==> config.mk <==
export PLATFORM = sky130hd
export DESIGN_NAME = pipeline_hazard_ctrl
export DESIGN_NICKNAME = d
export VERILOG_FILES = /design/src/rtl/pipeline_hazard_ctrl.sv
export SDC_FILE = /design/constraint.sdc
export NUM_CORES = 1
export LEC_CHECK = 0
export ABC_AREA = 1
export CORE_MARGIN = 1
export CORE_UTILIZATION = 25
export DETAILED_ROUTE_END_ITERATION = 8
export PLACE_DENSITY_LB_ADDON = 0.3
export SYNTH_ARGS = -nofsm -noshare
export SYNTH_HDL_FRONTEND = slang
export SYNTH_SLANG_ARGS = --single-unit
==> constraint.sdc <==
create_clock -name clk -period 2.3 [get_ports clk]
set_clock_uncertainty 0.15 [all_clocks]
set_input_delay 0.69 -clock clk [delete_from_list [all_inputs] [get_ports clk]]
set_output_delay 0.69 -clock clk [all_outputs]
set_load 0.01 [all_outputs]
==> src/rtl/pipeline_hazard_ctrl.sv <==
// rtl/pipeline_hazard_ctrl.sv - stall/flush/freeze sequencer for the 5-stage pipeline
module pipeline_hazard_ctrl #(
  parameter int REG_ADDR_W  = 5,
  parameter int MEM_TIMEOUT = 16,
  parameter int CNT_W       = 16
) (
  input  logic                  clk,
  input  logic                  rst_n,
  input  logic                  fwd_en,
  input  logic [REG_ADDR_W-1:0] src1_ID,
  input  logic [REG_ADDR_W-1:0] src2_ID,
  input  logic                  two_src_ID,
  input  logic [REG_ADDR_W-1:0] dest_EXE,
  input  logic                  WB_EN_EXE,
  input  logic                  MEM_R_EN_EXE,
  input  logic [REG_ADDR_W-1:0] dest_MEM,
  input  logic                  WB_EN_MEM,
  input  logic                  branch_taken_EXE,
  input  logic                  mem_req_MEM,
  input  logic                  mem_ready,
  output logic                  stall_IF,
  output logic                  stall_ID,
  output logic                  bubble_EXE,
  output logic                  freeze,
  output logic                  flush_IF_ID,
  output logic                  flush_ID_EXE,
  output logic                  mem_timeout,
  output logic [CNT_W-1:0]      stall_cycles
);

  localparam int WAIT_W = $clog2(MEM_TIMEOUT);

  typedef enum logic {RUN, MEM_WAIT} state_t;

  state_t            state;
  logic [WAIT_W-1:0] wait_cnt;
  logic              match_exe, match_mem, hz, timeout_hit, freeze_c;

  always_comb begin
    // r0 is hardwired to zero, so it never carries a real dependency
    match_exe   = (|dest_EXE) && ((src1_ID == dest_EXE) || (two_src_ID && (src2_ID == dest_EXE)));
    match_mem   = (|dest_MEM) && ((src1_ID == dest_MEM) || (two_src_ID && (src2_ID == dest_MEM)));
    hz          = fwd_en ? (WB_EN_EXE && MEM_R_EN_EXE && match_exe)
                         : ((WB_EN_EXE && match_exe) || (WB_EN_MEM && match_mem));
    timeout_hit = (state == MEM_WAIT) && !mem_ready && (wait_cnt == WAIT_W'(MEM_TIMEOUT - 1));
    freeze_c    = (state == RUN) ? (mem_req_MEM && !mem_ready) : (!mem_ready && !timeout_hit);
  end

  always_comb begin
    stall_IF     = 1'b0;
    stall_ID     = 1'b0;
    bubble_EXE   = 1'b0;
    freeze       = 1'b0;
    flush_IF_ID  = 1'b0;
    flush_ID_EXE = 1'b0;
    mem_timeout  = 1'b0;
    if (rst_n) begin
      mem_timeout = timeout_hit;
      if (freeze_c) begin
        freeze   = 1'b1;
        stall_IF = 1'b1;
        stall_ID = 1'b1;
      end else if (branch_taken_EXE) begin
        flush_IF_ID  = 1'b1;
        flush_ID_EXE = 1'b1;
      end else if (hz) begin
        stall_IF   = 1'b1;
        stall_ID   = 1'b1;
        bubble_EXE = 1'b1;
      end
    end
  end

  always_ff @(posedge clk or negedge rst_n) begin
    if (!rst_n) begin
      state    <= RUN;
      wait_cnt <= '0;
    end else begin
      case (state)
        RUN: begin
          if (mem_req_MEM && !mem_ready) begin
            state    <= MEM_WAIT;
            wait_cnt <= WAIT_W'(1);
          end
        end
        MEM_WAIT: begin
          if (mem_ready || timeout_hit) begin
            state    <= RUN;
            wait_cnt <= '0;
          end else begin
            wait_cnt <= wait_cnt + WAIT_W'(1);
          end
        end
        default: begin
          state    <= RUN;
          wait_cnt <= '0;
        end
      endcase
    end
  end

  always_ff @(posedge clk or negedge rst_n) begin
    if (!rst_n) begin
      stall_cycles <= '0;
    end else if (stall_IF && (stall_cycles != {CNT_W{1'b1}})) begin
      stall_cycles <= stall_cycles + CNT_W'(1);
    end
  end

endmodule

# Word level (Yosys, flattened, before mapping)
# Index checks and enable logic that the tools add are counted.
# word_totals
wordCells	54
inputBits	30
regBits	21
out_inout_bits	23
# op_classes
addsub	2
bitwise_logic	1
n_eq_ne	7
n_reduce_logical	21
n_mux	20
# ops
cell	n
5-bit == test	4
16-bit by 1-bit adder with 16-bit output (second input constant)	1
1-bit two-way mux	16
16-bit != test (second input constant)	1
1-bit logical AND	13
5-bit OR reduction	2
4-bit two-way mux	2
4-bit one-hot mux with 2 select lines	1
4-bit by 1-bit adder with 4-bit output (second input constant)	1
4-bit == test (second input constant)	1
1-bit logical OR	4
1-bit zero test	2
2-bit by 1-bit != test with 1-bit output (second input constant)	1
1-bit one-hot mux with 2 select lines	1
1-bit NOT	1

# Depth between registers and ports, before layout
# depth
word_depth	12
mapped_depth	14
depth_no_buf	13

# Worst setup path before layout
# OpenSTA, ideal clock, no wires.
# synth_timing
kind	in2out
startpoint	in mem_ready
endpoint	out stall_IF
slack_ns	-0.156
cell_stages	7
t_required_ns	1.460
t_arrival_ns	1.616
cell_sequence	inv_1 > a21oi_1 > a21oi_2 > nand2_1 > nand2_4 > buf_6 > buf_4
# synth_via
elab_chain_cells	8
elab_cells_between_ends	9
# synth_rtl
element	line_no	source
start, declared	20	input logic mem_ready,
1-bit zero test (*)	45, 46	
1-bit logical AND (2 in a row)	45	timeout_hit = (state == MEM_WAIT) && !mem_ready && (wait_cnt == WAIT_W'(MEM_TIMEOUT - 1));
1-bit zero test	46	freeze_c = (state == RUN) ? (mem_req_MEM && !mem_ready) : (!mem_ready && !timeout_hit);
1-bit logical AND	46	
1-bit two-way mux (*)	46	
1-bit two-way mux (*) (2 in a row)	n/a	
end, declared	21	output logic stall_IF,
# Mark *: on every way between the ends. The rest lies on a longest branch, timed or not.

# Worst setup path after layout
# layout_timing
startpoint	in fwd_en
endpoint	out stall_ID
# layout_via
elab_chain_cells	5
# layout_rtl
element	line_no	source
start, declared	9	input logic fwd_en,
1-bit two-way mux	43	hz = fwd_en ? (WB_EN_EXE && MEM_R_EN_EXE && match_exe)
1-bit two-way mux	66	end else if (hz) begin
1-bit two-way mux	63	end else if (branch_taken_EXE) begin
1-bit two-way mux	59	if (freeze_c) begin
1-bit two-way mux	57	if (rst_n) begin
end, declared	22	output logic stall_ID,
# No other way between the ends.

==> results.md <==
- Outcome: finished, violations left
- Failing checks: DRC, setup timing
- Type of origin of the critical path: primary input
- Kind of critical path: primary input to primary output
- Relative slew slack: 0.8198
- Post-Place Setup Slack: -1.133 ns
- GRT overflow: 0
- Crit end category: primary output
- Max stage delay cell, worst path: dlygate4sd2_1
- Fin. max-slew vios: 0
- DRC viols: 4
- Power Density: 521.2 nW/um2
- Library cells used by synthesis: 29
- Placed inst area: 2446 um2
- Fin area: 2689 um2
- Top Family by Delay on Critical Path: buffers and inverters
- Longest Clk Path Bufs: 2
- Synth top area cells: dfrtp_1, nand2_1, nand3_1
- RSZ-0062 raised after global routing: true
- Post-DR vias/cell: 4.322
- Clock sink count: 21
- N_diodes: 0
- Worst VDD drop: 0.1836 mV
- Area Overhead vs Synth: 58.83%
- CP max FO: 3
- Worst slew pin tran: 0.2694 ns
- YS warnings: 0
- Layout cell share with drive strength beyond 1: 0.3661
- Post-synth top area share: 0.3104
- Util after Layout: 0.4163
- Final estimated routing congestion in global placement: 0.8775
- Post-DP HPWL: 3.612 mm
- TritonCTS Buffers: 3
- FP Rows: 29
- Die Height: 84.29 um
- Cells after Synth: 261
- Final ANT Viol Nets: 0
- Initial antenna violation count: 0
- Worst Hold Class: flop to flop
- DR WL/cell: 11.07 um
- Tcrit/Tclk final: 1.067
- IO Count: 53
- Worst endpoint data arrival time: 1.61 ns
- Mapped Area: 1693 um2
- Clock slew at reported path FFs: 0.08 ns
- Maximum Capacitance Violations: 0
- Starting DRT DRC Count: 80
- Drt pass-1 iters: 8
- Critical Path RT: 1.46 ns
- Post-Syn Nets: 293
- Max Clk Rate: 407.7 MHz
- Top_reg_cell synth: dfrtp_1
- Post-synth top area cell: dfrtp_1
- Final Hold Vio Count: 0
- Count leader, synth: nand2_1
- DIE AREA: 7105 um2
- Setup violators final: 6
- Mean post-synth cell area: 6.486 um2
- Initial Util: 0.2621
- EDFF count, synth: 0
- Min Tclk post-route: 2.453 ns
- Vias: 1785
- Global-route wire length before repair: 7.748 mm
- Seq cells post-synth: 21
- Core region area: 6459 um2
- Buffers & Inverters on Critical Path: 4
- Clock Tree Root: clkbuf_8
- Worst-Skew Late Latency: 0.27 ns
- Die Span X: 84.29 um
- H-tree depth: 1
- Ys async rst share: 1.000
- PnR worst setup slack: -0.1530 ns
- Largest net degree at the start of global routing: 17
- Cell Chain, Critical Path: dlygate4sd2_1 > inv_1 > o211ai_1 > inv_1 > nand2_1 > nand2_1 > nand2_2 > nand2_4 > buf_6
- DRT Wirelength: 4.571 mm
- Most instantiated cells after synthesis: nand2_1, inv_1, nand3_1, nor2_1, dfrtp_1
- CTS tree: built
- Post-synthesis sequential area ratio: 0.3104
- Slowest cell delay on critical path: 0.20 ns
- Port Buffer Count: 52
- Static Leakage: 1.385 nW
- Vias in the first global route: 1667
- Total track usage: 0.1328
- Final layout net count: 369
worst paths after layout:
path / startpoint / to / slack [ns] / depth (start not counted)
max in group asynchronous: rst_n / stall_cycles[6] / 1.35 / 3
worst max register to register: wait_cnt[1] / stall_cycles[6] / 0.23 / 13
worst min-delay path: stall_cycles[15] / stall_cycles[15] / 0.39 / 2
worst min register to register: stall_cycles[15] / stall_cycles[15] / 0.39 / 2
min in group asynchronous: rst_n / stall_cycles[0] / 0.40 / 2
worst max-delay path: fwd_en / stall_ID / -0.15 / 9
state kept, by name, summed over array words and instances (netlist names):
signal,cells
stall_cycles,16
state,1
wait_cnt,4
cells in the final DEF, fill, tap and decap left out, drive strengths merged, types with 2 or more instances in the layout:
master,netlist,layout
a21oi,2,2
buf,4,52
clkbuf,1,4
clkdlybuf4s50,0,17
clkinv,0,2
dfrtp,21,21
dlygate4sd2,0,5
ha,2,2
inv,36,35
nand2,109,109
nand3,28,28
nand4,4,4
nor2,27,27
nor3,5,5
o21ai,2,2
xnor2,8,8
xor2,8,8
area by class of cell:
cell class	instances	area (um2)
Clock inverter	1	5.005
Inverter	36	175.2
Timing Repair Buffer	76	735.7
Sequential cell	21	525.5
Tap cell	77	96.34
Fill cell	673	3770
Clock buffer	3	41.29
Multi-Input combinational cell	199	1110
cells by family after synthesis:
group,after synthesis,synth area share
flip-flops,21,0.3104
AND/OR/NAND/NOR,173,0.4523
adder cells (fa/ha/maj),2,0.01478
AO/OA/AOI/OAI,8,0.03326
buffers and inverters,41,0.1064
XOR/XNOR,16,0.08278
power breakdown:
| part | switching [mW] | leakage, nW | total, mW | internal [mW] |
|---|---|---|---|---|
| sequential | 0.0738 | 0.283 | 0.508 | 0.434 |
| combinational | 0.295 | 1.08 | 0.643 | 0.348 |
| clock | 0.130 | 0.0255 | 0.251 | 0.121 |
tightest hold or removal path: stages, from the launching register on:
cell and delay [ns]:
dfrtp_1 0.40, nand2_1 0.07, nand2_1 0.05
timing repair:
item                       in CTS  in global routing
resized for setup             142                 75
buffers inserted                4                  4
hold endpoints to repair        0                  0
pin swaps                      18                 39
setup endpoints to repair      22                 19
hold buffers                    0                  0
layer usage:
layer | global-route usage | vias up | routed length, um
met1 | 0.1898 | 803 | 2217
met5 | 0 | - | 0
met2 | 0.2131 | 26 | 2208
met3 | 0.02753 | 0 | 145
li1 | - | 956 | -
met4 | 0.01411 | 0 | 0
through the flow:
step	hold slack [ns]	TNS, ns	instances	power [mW]
global route	0.4247	-1.224	413	1.511
detailed placement	0.3807	-13.72	402	1.078
global placement	0.3618	-13.76	402	1.064
finish	0.3935	-0.7377	413	1.401
floorplan	0.2444	-0.08565	261	0.7893
CTS	0.3985	-0.9791	410	1.338
Power figures use the tool's default switching activity.
